<file path="config.mk">
export PLATFORM = sky130hd
export DESIGN_NAME = mem_bus_arbiter
export DESIGN_NICKNAME = d
export VERILOG_FILES = /design/src/rtl/mem_bus_arbiter.sv
export SDC_FILE = /design/constraint.sdc
export NUM_CORES = 1
export LEC_CHECK = 0
export ABC_AREA = 1
export BUFFER_PORTS_ARGS = -buffer_cell sky130_fd_sc_hd__buf_2
export CORE_AREA = 2 2 118 120
export DETAILED_ROUTE_END_ITERATION = 8
export DIE_AREA = 0 0 120 122
export PLACE_DENSITY = 0.69
export SLEW_MARGIN = 25
export SYNTH_ARGS = -nofsm -noshare
export SYNTH_HDL_FRONTEND = slang
export SYNTH_SLANG_ARGS = --single-unit
</file>
<file path="constraint.sdc">
create_clock -name clk -period 2.5 [get_ports clk]
set_input_delay 0.125 -clock clk [delete_from_list [all_inputs] [get_ports clk]]
set_output_delay 0.125 -clock clk [all_outputs]
set_load 0.005 [all_outputs]
</file>
<file path="src/rtl/mem_bus_arbiter.sv">
// Two-master, single-slave memory bus arbiter with round-robin tie-break,
// latched transaction request and a per-transaction slave watchdog.
module mem_bus_arbiter #(
    parameter int TIMEOUT_CYCLES = 16,
    parameter int CNT_W          = 8
) (
    input  logic        clk,
    input  logic        rst,
    input  logic        m0_rd_en_i,
    input  logic        m0_wr_en_i,
    input  logic [31:0] m0_addr_i,
    input  logic [31:0] m0_data_i,
    output logic [31:0] m0_data_o,
    output logic        m0_ack_o,
    output logic        m0_err_o,
    input  logic        m1_rd_en_i,
    input  logic        m1_wr_en_i,
    input  logic [31:0] m1_addr_i,
    input  logic [31:0] m1_data_i,
    output logic [31:0] m1_data_o,
    output logic        m1_ack_o,
    output logic        m1_err_o,
    output logic        s_rd_en_o,
    output logic        s_wr_en_o,
    output logic [31:0] s_addr_o,
    output logic [31:0] s_data_o,
    input  logic [31:0] s_data_i,
    input  logic        s_ack_i,
    output logic        owner_o,
    output logic        busy_o
);

    typedef enum logic [0:0] {
        ST_IDLE = 1'b0,
        ST_BUSY = 1'b1
    } state_t;

    // Last watchdog count before the error ack fires; clamped so TIMEOUT_CYCLES=0 stays legal.
    localparam int              TO_LAST_I = (TIMEOUT_CYCLES > 0) ? (TIMEOUT_CYCLES - 1) : 0;
    localparam logic [CNT_W-1:0] TO_LAST  = CNT_W'(TO_LAST_I);
    localparam logic [CNT_W-1:0] CNT_MAX  = {CNT_W{1'b1}};

    state_t            state_r;
    logic              owner_r;
    logic              last_owner_r;
    logic              req_wr_r;
    logic [31:0]       req_addr_r;
    logic [31:0]       req_data_r;
    logic [CNT_W-1:0]  cnt_r;

    logic              m0_req_s;
    logic              m1_req_s;
    logic              winner_s;
    logic              ack_s;
    logic              timeout_s;
    logic              done_s;
    logic [31:0]       rdata_s;

    // Request decode, round-robin winner selection and completion qualifiers.
    always_comb begin
        m0_req_s  = m0_rd_en_i | m0_wr_en_i;
        m1_req_s  = m1_rd_en_i | m1_wr_en_i;
        winner_s  = 1'b0;
        if (m0_req_s && m1_req_s) begin
            winner_s = ~last_owner_r;
        end else if (m1_req_s) begin
            winner_s = 1'b1;
        end else begin
            winner_s = 1'b0;
        end
        ack_s     = (state_r == ST_BUSY) && s_ack_i;
        // A slave ack in the timeout cycle wins, so the watchdog only fires without one.
        timeout_s = (TIMEOUT_CYCLES != 0) && (state_r == ST_BUSY) && !s_ack_i && (cnt_r == TO_LAST);
        done_s    = ack_s | timeout_s;
        if (ack_s && !req_wr_r) begin
            rdata_s = s_data_i;
        end else begin
            rdata_s = 32'h0000_0000;
        end
    end

    // Arbiter state machine: grant, latch the winner's request and run the watchdog.
    always_ff @(posedge clk or posedge rst) begin
        if (rst) begin
            state_r      <= ST_IDLE;
            owner_r      <= 1'b0;
            last_owner_r <= 1'b1;
            req_wr_r     <= 1'b0;
            req_addr_r   <= 32'h0000_0000;
            req_data_r   <= 32'h0000_0000;
            cnt_r        <= {CNT_W{1'b0}};
        end else begin
            case (state_r)
                ST_IDLE: begin
                    if (m0_req_s || m1_req_s) begin
                        state_r      <= ST_BUSY;
                        owner_r      <= winner_s;
                        last_owner_r <= winner_s;
                        req_wr_r     <= winner_s ? m1_wr_en_i : m0_wr_en_i;
                        req_addr_r   <= winner_s ? m1_addr_i  : m0_addr_i;
                        req_data_r   <= winner_s ? m1_data_i  : m0_data_i;
                        cnt_r        <= {CNT_W{1'b0}};
                    end else begin
                        state_r      <= ST_IDLE;
                    end
                end
                ST_BUSY: begin
                    if (done_s) begin
                        state_r <= ST_IDLE;
                    end else if (cnt_r != CNT_MAX) begin
                        cnt_r   <= cnt_r + CNT_W'(1);
                    end else begin
                        cnt_r   <= cnt_r;
                    end
                end
                default: begin
                    state_r <= ST_IDLE;
                end
            endcase
        end
    end

    // Slave side comes straight from the latched request; master side only to the owner.
    always_comb begin
        busy_o    = (state_r == ST_BUSY);
        owner_o   = owner_r;
        s_rd_en_o = 1'b0;
        s_wr_en_o = 1'b0;
        s_addr_o  = 32'h0000_0000;
        s_data_o  = 32'h0000_0000;
        if (state_r == ST_BUSY) begin
            s_rd_en_o = ~req_wr_r;
            s_wr_en_o = req_wr_r;
            s_addr_o  = req_addr_r;
            s_data_o  = req_data_r;
        end else begin
            s_rd_en_o = 1'b0;
        end
        m0_ack_o  = done_s & ~owner_r;
        m0_err_o  = timeout_s & ~owner_r;
        m0_data_o = owner_r ? 32'h0000_0000 : rdata_s;
        m1_ack_o  = done_s & owner_r;
        m1_err_o  = timeout_s & owner_r;
        m1_data_o = owner_r ? rdata_s : 32'h0000_0000;
    end

endmodule

</file>
==> reports/metrics.yaml <==
clock_network:
  clock_path_buffers: 2
  cts.sinks: 76
  cts_htree_levels: 3
  clk-insertion-delay-late_ns: 0.33
  clk_pin_slew_worst_paths_ns: 0.06
  numCtsBuffers: 9
  cts_resized: 0
  clockRootBuffer: "clkbuf_16"
  cts_tree: "yes"
sta:
  tns_ns: 0
  tightestPinTransition_ns: 0.920
  grt_setup_unrepaired: "no"
  relSlewSlack_pct: 38.5
  maxSlewViolCount: 0
  period_minus_slack_ns: 2.17
  post-route-period-util_pct: 86.7
  hold_slack_ns: 0.0503
  setup_ws_ns: 0.333
  finalSetupViolations: 0
  skew_ns: 0.00887
  fmax_ghz: 0.461
  finalHoldViolations: 0
drt:
  wl_met3_mm: 1.39
  highest_layer: "met4"
  first_pass_iters: 4
  vias: 5611
  drtAntennaViolNets: 0
  routedWlPerCell_um: 14.3
  wl_met1_mm: 6.47
  vias_per_cell: 4.77
  wl_met2_mm: 8.60
  wirelength_mm: 16.8
  dr.first_iter.drc_count: 219
  drc_errors: 0
finish:
  nFillCells: 1421
  fin_util_pct: 51.0
  layout.area.seq_um2: 1900
  area_growth_syn_to_layout_pct: 35.4
  fin_area_um2: 6890
  drive_gt1_share_pct: 41.6
  multiInputGateArea_um2: 2390
  fin_nets: 1156
outcome:
  outcome: "complete, no violations"
floorplanning:
  num_rows: 43
  initial_core_util_pct: 37.7
  die_w_um: 120
  fp.coreArea_um2: 13500
  dieArea_um2: 14600
  io_pins: 303
  die_h_um: 122
worst_setup_path:
  crit_required_ns: 2.38
  rrSetupSlack_ns: 0.71
  crit_slowest_cell: "nand2_2"
  reg2reg_from: "last_owner_r"
  regToRegEndpoint: "req_addr_r[9]"
  endpoint_kind: "output port"
  rr_worst_depth: 6
  critical_path_arrival_ns: 2.04
  max_stage_delay_ns: 0.49
  crit_type: "reg2out"
  worstPathCellList: "nor2_4, nand2_2, buf_4, nor3_1, buf_2"
  cp_max_fo: 58
  startpoint_type: "flip-flop"
placement:
  placed_area_um2: 6570
  hpwl_mm: 12.3
  dp_slack_ns: 0.688
  port-buffer-count: 302
  gp_congestion: 0.890
logic_synthesis:
  async_flop_share_pct: 100
  muxShareOfSynthArea_pct: 0
  synth_xor_area_share_pct: 0.172
  synthCells: 715
  synth_adder_area_share_pct: 0.246
  synthTopCellsByArea: "dfrtp_1 37%, nand2_1 12%, o21ai_2 11%"
  yosysWarnings: 0
  synth.top_cell.area_share_pct: 36.9
  synth-seq-cells: 76
  synth_area_leader_cell: "dfrtp_1"
  synth_compound_area_share_pct: 18.0
  ys_seq_area_share_pct: 37.4
  synth_flop_cell: "dfrtp_1"
  syn_area_per_cell_um2: 7.12
  synth_nets: 883
  synthSimpleGateAreaFrac_pct: 28.4
  synth_top_family_by_area: "simple AND/OR/NAND/NOR gates"
  synth.distinct_cells: 28
  syn_area_um2: 5090
  synth_edf_count: 0
hold_path:
  hold_path_end: "req_addr_r[27]"
  min_path_type: "in2reg"
  min_from: "m1_addr_i[27]"
  whs_path_depth: 3
global_route:
  grt_overflow: 0
  gr-usage-all-layers_pct: 22.1
  grt_antenna_before_repair: 3
  grt_first_pass_wirelength_mm: 25.6
  grt_pass1_vias: 5202
  grt_max_degree: 68
power:
  ir_drop_mv: 0.462
  p_leak_nw: 4.12
  p_per_area_nw_per_um2: 1090
job:
  maxCapViolations: 0
## worst max-delay path by stage
stage / from / end / slack [ns] / cells after the start
3_3_place_gp: busy_o / m0_data_o[22] / 0.72 / 6
4_1_cts: req_wr_r / m0_data_o[31] / 0.32 / 5
5_1_grt: req_wr_r / m0_data_o[31] / 0.17 / 5
6_report: req_wr_r / m0_data_o[31] / 0.33 / 5
3_5_place_dp: req_wr_r / m0_data_o[31] / 0.69 / 5
2_1_floorplan: rst / busy_o / 0.44 / 1
## kinds of logic after synthesis
kind of cell	Yosys count
fa+ha+maj	1
simple gates	336
flops	76
buf+inv	166
compound gates	135
xor+xnor	1
## through the flow
| stage | power, mW | instances |
|---|---|---|
| after detailed placement | 6.23 | 1156 |
| after floorplan | 5.03 | 715 |
| after CTS | 7.56 | 1173 |
| after global routing | 8.14 | 1176 |
| final | 7.49 | 1176 |
| after global placement | 6.14 | 1156 |
## area by class of cell
cell class,count,share of cell area [%]
flip-flops and latches,76,27.6
multi-input cells,473,34.8
well taps,180,3.27
repair buffers,312,23.4
clock inverters,6,0.926
clock buffers,10,3.47
inverters,116,6.41
diodes,3,0.109
## power breakdown
group	internal (mW)	switching (mW)
clock	0.798	0.512
sequential	1.83	0.345
combinational	1.51	2.49
## synthesized netlist by cell type, types with 2 or more instances
library cell	number
nand2_1	162
inv_1	112
nor2_1	80
dfrtp_1	75
nor3_1	66
o21ai_2	62
o21ai_1	43
o21ai_0	26
buf_2	23
buf_6	11
nand3_1	11
clkbuf_1	8
nor2_4	5
buf_4	4
nor2_2	4
a21oi_1	3
buf_12	3
nand2_2	3
nand3_2	3
inv_4	2
nand2_4	2
## registers in the layout, indices dropped and copies added (netlist names)
| signal | flops |
|---|---|
| busy_o | 1 |
| cnt_r | 8 |
| last_owner_r | 1 |
| owner_o | 1 |
| req_addr_r | 32 |
| req_data_r | 32 |
| req_wr_r | 1 |
## layer usage
| layer | vias to the layer above | track usage, % |
|---|---|---|
| li1 | 2760 | - |
| met1 | 2564 | 24.9 |
| met2 | 266 | 39.9 |
| met3 | 21 | 5.43 |
| met4 | 0 | 8.75 |
| met5 | - | 0 |
## placed cells by master (no fill, tap or decap), types with 2 or more instances in the layout
cell and count:
a21oi_1 3, buf_12 2, buf_2 302, buf_4 7, clkbuf_16 9, clkinv_2 3
clkinvlp_4 2, dfrtp_1 74, diode_2 3, inv_1 111, inv_4 2, nand2_1 162
nand2_2 3, nand2_4 2, nand3_1 11, nand3_2 3, nor2_1 80, nor2_2 3
nor2_4 6, nor3_1 66, o21ai_0 26, o21ai_1 43, o21ai_2 62
## timing repair
action                    in CTS  in global routing
buffers inserted               0                  0
hold endpoints to repair      30                  0
hold buffers                   1                  0
## critical path: cells and delay by family, from the launching register on
kind                   cells  cell delay (ns)
flip-flops                 1             0.42
AND/OR/NAND/NOR            3             0.77
buffers and inverters      2             0.52
No activity file was read; power rests on OpenSTA's default activity.
